## src/rtl/pin_update_ctrl.sv

```systemverilog
// PIN update controller: takes a PIN entered twice, validates it and writes it into one of
// NUM_SLOTS PIN registers (slot 0 = master). Abort on enable low, timeout in every wait state.
module pin_update_ctrl #(
    parameter int NUM_DIGITS  = 4,
    parameter int DIGIT_W     = 4,
    parameter int NUM_SLOTS   = 4,
    parameter int TIMEOUT_CYC = 5000,
    parameter logic [NUM_DIGITS*DIGIT_W-1:0] DEFAULT_MASTER = 'h1234
) (
    input  logic                                   clk,
    input  logic                                   rst,
    input  logic                                   enable,
    input  logic [$clog2(NUM_SLOTS)-1:0]           slot_sel,
    input  logic                                   pin_valid,
    input  logic [NUM_DIGITS*DIGIT_W-1:0]          pin_digits,
    output logic [NUM_SLOTS*NUM_DIGITS*DIGIT_W-1:0] pins_out,
    output logic [NUM_SLOTS-1:0]                   slot_valid,
    output logic                                   busy,
    output logic                                   done,
    output logic                                   fail,
    output logic [1:0]                             fail_code
);

    localparam int PIN_W = NUM_DIGITS * DIGIT_W;
    localparam int SEL_W = $clog2(NUM_SLOTS);
    localparam int TMR_W = $clog2(TIMEOUT_CYC) + 1;

    typedef enum logic [2:0] {
        S_IDLE,
        S_WAIT_FIRST,
        S_WAIT_RELEASE,
        S_WAIT_CONFIRM,
        S_CHECK,
        S_COMMIT,
        S_DONE,
        S_FAIL
    } state_t;

    state_t           state;
    logic [PIN_W-1:0] slots [NUM_SLOTS];
    logic [PIN_W-1:0] first_pin;
    logic [PIN_W-1:0] second_pin;
    logic [SEL_W-1:0] slot_q;
    logic [TMR_W-1:0] timer;

    logic digit_bad;
    logic is_dup;
    logic sel_bad;
    logic timed_out;
    logic in_session;

    always_comb begin
        digit_bad = 1'b0;
        for (int d = 0; d < NUM_DIGITS; d++) begin
            if (first_pin[d*DIGIT_W +: DIGIT_W] > DIGIT_W'(9)) begin
                digit_bad = 1'b1;
            end
        end
    end

    // The target slot is excluded so re-programming a slot with its own PIN is allowed
    always_comb begin
        is_dup = 1'b0;
        for (int i = 0; i < NUM_SLOTS; i++) begin
            if (SEL_W'(i) != slot_q && slot_valid[i] && slots[i] == first_pin) begin
                is_dup = 1'b1;
            end
        end
    end

    assign sel_bad    = {1'b0, slot_sel} >= (SEL_W+1)'(NUM_SLOTS);
    assign timed_out  = (timer == TMR_W'(TIMEOUT_CYC - 1));
    assign in_session = (state != S_IDLE) && (state != S_DONE) && (state != S_FAIL);

    for (genvar g = 0; g < NUM_SLOTS; g++) begin : g_pins
        assign pins_out[g*PIN_W +: PIN_W] = slots[g];
    end

    always_ff @(posedge clk or negedge rst) begin
        if (!rst) begin
            state      <= S_IDLE;
            for (int i = 0; i < NUM_SLOTS; i++) begin
                slots[i] <= (i == 0) ? DEFAULT_MASTER : '0;
            end
            slot_valid <= {{(NUM_SLOTS-1){1'b0}}, 1'b1};
            first_pin  <= '0;
            second_pin <= '0;
            slot_q     <= '0;
            timer      <= '0;
            busy       <= 1'b0;
            done       <= 1'b0;
            fail       <= 1'b0;
            fail_code  <= 2'd0;
        end else if (!enable && in_session) begin
            state <= S_IDLE;
            busy  <= 1'b0;
        end else begin
            case (state)
                S_IDLE: begin
                    if (enable) begin
                        slot_q <= slot_sel;
                        timer  <= '0;
                        if (sel_bad) begin
                            fail_code <= 2'd1;
                            fail      <= 1'b1;
                            state     <= S_FAIL;
                        end else begin
                            busy  <= 1'b1;
                            state <= S_WAIT_FIRST;
                        end
                    end
                end
                S_WAIT_FIRST: begin
                    if (pin_valid) begin
                        first_pin <= pin_digits;
                        timer     <= '0;
                        state     <= S_WAIT_RELEASE;
                    end else if (timed_out) begin
                        fail_code <= 2'd3;
                        fail      <= 1'b1;
                        busy      <= 1'b0;
                        state     <= S_FAIL;
                    end else begin
                        timer <= timer + 1'b1;
                    end
                end
                // A held keypad level must drop before the confirmation entry is accepted
                S_WAIT_RELEASE: begin
                    if (!pin_valid) begin
                        timer <= '0;
                        state <= S_WAIT_CONFIRM;
                    end else if (timed_out) begin
                        fail_code <= 2'd3;
                        fail      <= 1'b1;
                        busy      <= 1'b0;
                        state     <= S_FAIL;
                    end else begin
                        timer <= timer + 1'b1;
                    end
                end
                S_WAIT_CONFIRM: begin
                    if (pin_valid) begin
                        second_pin <= pin_digits;
                        timer      <= '0;
                        state      <= S_CHECK;
                    end else if (timed_out) begin
                        fail_code <= 2'd3;
                        fail      <= 1'b1;
                        busy      <= 1'b0;
                        state     <= S_FAIL;
                    end else begin
                        timer <= timer + 1'b1;
                    end
                end
                S_CHECK: begin
                    if (digit_bad) begin
                        fail_code <= 2'd1;
                        fail      <= 1'b1;
                        busy      <= 1'b0;
                        state     <= S_FAIL;
                    end else if (first_pin != second_pin) begin
                        fail_code <= 2'd0;
                        fail      <= 1'b1;
                        busy      <= 1'b0;
                        state     <= S_FAIL;
                    end else if (is_dup) begin
                        fail_code <= 2'd2;
                        fail      <= 1'b1;
                        busy      <= 1'b0;
                        state     <= S_FAIL;
                    end else begin
                        state <= S_COMMIT;
                    end
                end
                S_COMMIT: begin
                    for (int i = 0; i < NUM_SLOTS; i++) begin
                        if (SEL_W'(i) == slot_q) begin
                            slots[i]      <= first_pin;
                            slot_valid[i] <= 1'b1;
                        end
                    end
                    done  <= 1'b1;
                    busy  <= 1'b0;
                    state <= S_DONE;
                end
                S_DONE, S_FAIL: begin
                    if (!enable) begin
                        done  <= 1'b0;
                        fail  <= 1'b0;
                        state <= S_IDLE;
                    end
                end
                default: begin
                    busy  <= 1'b0;
                    state <= S_IDLE;
                end
            endcase
        end
    end

endmodule

```

## config.mk

```make
export PLATFORM = sky130hd
export DESIGN_NAME = pin_update_ctrl
export DESIGN_NICKNAME = d
export VERILOG_FILES = /design/src/rtl/pin_update_ctrl.sv
export SDC_FILE = /design/constraint.sdc
export NUM_CORES = 1
export LEC_CHECK = 0
export CAP_MARGIN = 20
export CORE_MARGIN = 2
export CORE_UTILIZATION = 54
export DETAILED_ROUTE_END_ITERATION = 8
export PLACE_DENSITY = 0.8
export SYNTH_ARGS = -nofsm -noshare
export SYNTH_HDL_FRONTEND = slang
export SYNTH_SLANG_ARGS = --single-unit
export TNS_END_PERCENT = 30
```

## constraint.sdc

```tcl
create_clock -name clk -period 2.5 [get_ports clk]
set_input_delay 0.5 -clock clk [delete_from_list [all_inputs] [get_ports clk]]
set_output_delay 0.5 -clock clk [all_outputs]
set_load 0.03 [all_outputs]
```

==> flow_metrics.tcl <==
set metrics [dict create \
    ant_nets 0 \
    p_leak_nw 3.43 \
    diodes 0 \
    wl_per_cell_um 20.9 \
    initial_core_util_pct 55.5 \
    cts_tree "built" \
    regArea_um2 3080 \
    areaGrowthSynthToFinish_pct 30.6 \
    nets 641 \
    clk_pin_slew_ps 70 \
    h-tree-depth 4 \
    slew_violations 0 \
    tns_ps 0 \
    synth_edf_count 0 \
    intPower_mw 5.92 \
    netlist_area_um2 6050 \
    netlist_instances 506 \
    grt_pass1_vias 4572 \
    crit_chain "clkdlybuf4s50_1" \
    slowest_delay_ps 710 \
    num_vias 4542 \
    multiInputGateArea_um2 2800 \
    clockBufferDepth 2 \
    finalSetupViolCount 0 \
    powerDensity_nw_per_um2 1200 \
    root_buffer "clkbuf_8" \
    critPathMaxFanout 3 \
    cp.depth 1 \
    p_switching_mw 3.55 \
    cp_top_family "buffers and inverters" \
    slew_headroom_pct 63.4 \
    die-area_um2 12100 \
    grt_max_degree 44 \
    rr_worst_depth 6 \
    grt_first_pass_wirelength_mm 25.0 \
    seq_power_share_pct 33.6 \
    drive_gt1_share_pct 28.1 \
    dr.first_iter.drc_count 298 \
    finalHoldViolations 0 \
    yosysWarnings 0 \
    critical_path_class "reg -> out" \
    antenna_found_initial 0 \
    overflow 0 \
    critPathBufInv 1 \
    yosysUniqueCellTypes 48 \
    cts_buffers 17 \
    worst_slew_pin_slew_ps 546 \
    post_cts_buffers 0 \
    rr_startpoint "first_pin[1]$_DFFE_PN0P_" \
    dp_hpwl_mm 10.9 \
    worstSetupStartpointType "register" \
    holdWs_ps 496 \
    design.core.area_um2 10900 \
    max_cap_violations 0 \
    period_share_pct 92.5 \
    synth_area_per_cell_um2 11.9 \
    first_pass_iters 5 \
    ys_ff_latch 123 \
    gp_congestion 0.836 \
    fillers 706 \
    p_sw_share_pct 37.5 \
    synthesis.nets 529 \
    critPathRequiredTime_ps 2000 \
    hold_path.class "in -> async" \
    cp-startpoint "pins_out[5]$_DFFE_PN1P_" \
    num_rows 38 \
    fin_crit_ps 2310 \
    rsz0062_at_grt "false" \
    finalClockSkew_ps 7.79 \
    die_x_um 110 \
    ios 95 \
    ir_drop_v 0.000912 \
    reg2reg_slack_ps 190 \
    slowest_stage "clkdlybuf4s50_1" \
    synthFlopType "dfrtp_1" \
    endpoint "pins_out[5]" \
    critPathCaptureType "output pin" \
    fmax_mhz 432 \
    vias_per_cell 5.89 \
    io_buffer_count 93 \
    synthArstFlopShare_pct 100 \
    wirelength_mm 16.1 \
    yosysSeqAreaShare_pct 51.0 \
    outcome "finished clean" \
    clkPwrFrac_pct 27.6 \
    regToRegEndpoint "fail_code[0]$_DFFE_PN0P_" \
    cts_sinks 123 \
    crit_arrival_ps 1810 \
    die_height_um 110 \
    p_comb_share_pct 38.8 \
    drc 0 \
    clk_latency_ps 530 \
    finalPower_mw 9.47 \
    grt_usage_pct 28.7 \
]
[repair_timing]
action,CTS,global route
hold endpoints to repair,33,0
endpoints found under the setup margin,0,2
hold buffers,1,0
resized for setup,0,1
[metrics by stage]
| step | std cells | area, um^2 | worst slack, ps | util, % |
|---|---|---|---|---|
| 2_1_floorplan | 506 | 6050 | 441 | - |
| 3_3_place_gp | 738 | 7260 | 190 | 66.6 |
| 5_1_grt | 771 | 7900 | 69.0 | 72.5 |
| 3_5_place_dp | 738 | 7260 | 133 | 66.6 |
| 4_1_cts | 771 | 7890 | 110 | 72.5 |
| 6_report | 771 | 7900 | 188 | 72.5 |
[cells in the mapped netlist (all sizes together) (3+ instances only)]
cell type | n | area share (%)
mux2 | 99 | 18
nor4 | 11 | 1.4
clkbuf | 8 | 0.50
nor2 | 22 | 1.4
or3 | 3 | 0.31
dfrtp | 118 | 49
nor2b | 3 | 0.31
o21ai | 18 | 1.6
a21oi | 13 | 1.1
nor3 | 4 | 0.41
inv | 4 | 0.25
xor2 | 32 | 4.6
nand4 | 16 | 1.7
and3 | 3 | 0.31
dfstp | 5 | 2.2
nand3 | 16 | 1.3
nand2b | 3 | 0.31
buf | 24 | 2.0
or2 | 4 | 0.41
nand2 | 20 | 1.2
xnor2 | 55 | 8.0
[state kept, by name (all words and copies together), names as in the netlist]
name and cells:
pins_out 64, first_pin 16, second_pin 16, timer 14, slot_valid 3, state 3
fail_code 2, slot_q 2, busy 1, done 1, fail 1
[area by class of cell]
type,instances,share of cell area (%)
Timing Repair Buffer,125,15.1
Clock buffer,17,5.24
Tap cell,140,2.22
Multi-Input combinational cell,347,35.5
Clock inverter,15,2.68
Sequential cell,123,39.1
Inverter,4,0.190
[power by group through the flow]
stage	Sequential, mW	Combinational (mW)	Clock, mW
after floorplan	3.77	1.53	0
after global placement	3.15	3.56	0
after detailed placement	3.18	3.61	0
after CTS	3.17	3.68	2.63
after global routing	3.24	3.89	2.75
final	3.18	3.68	2.62
[routing by layer]
metal	share of wire [%]	global-route usage (%)	routed length (um)	vias up
li1	-	-	-	2006
met1	41	36.8	6630	2325
met2	49	45.4	7930	182
met3	6.7	8.77	1080	29
met4	2.7	11.7	430	0
met5	0	0	0	-
[how the worst min path moves through the flow]
stage / end / slack [ps] / cells past startpoint
floorplan: busy$_DFFE_PN0P_ / 200 / 0
global placement: timer[13]$_DFFE_PN0P_ / 470 / 1
detailed placement: timer[13]$_DFFE_PN0P_ / 500 / 1
CTS: first_pin[10]$_DFFE_PN0P_ / 500 / 2
global route: first_pin[0]$_DFFE_PN0P_ / 520 / 2
finish: second_pin[1]$_DFFE_PN0P_ / 500 / 2
[layout by cell type (no fill, tap or decap), types with 9 or more instances in the layout]
cell,count
nand2_1,20
clkbuf_16,16
nand4_1,16
mux2_2,99
nor2_1,22
a21oi_1,13
xor2_1,32
nor4_1,9
xnor2_1,55
buf_4,30
nand3_1,16
dfrtp_1,118
clkdlybuf4s50_1,92
o21ai_0,17
[cell families (layout without fill, tap and decap cells)]
kind of cell    Yosys count  count (layout)  share of synthesized area, %
flops                   123             123                          51.0
simple gates            110             110                          9.87
mux                      99              99                          18.4
xor+xnor                 87              87                          12.6
compound gates           49              49                          5.05
buf+inv                  36             161                          2.75
fa+ha+maj                 1               1                         0.207
other cells               1               1                        0.0620
No activity file was read; power rests on OpenSTA's default activity.
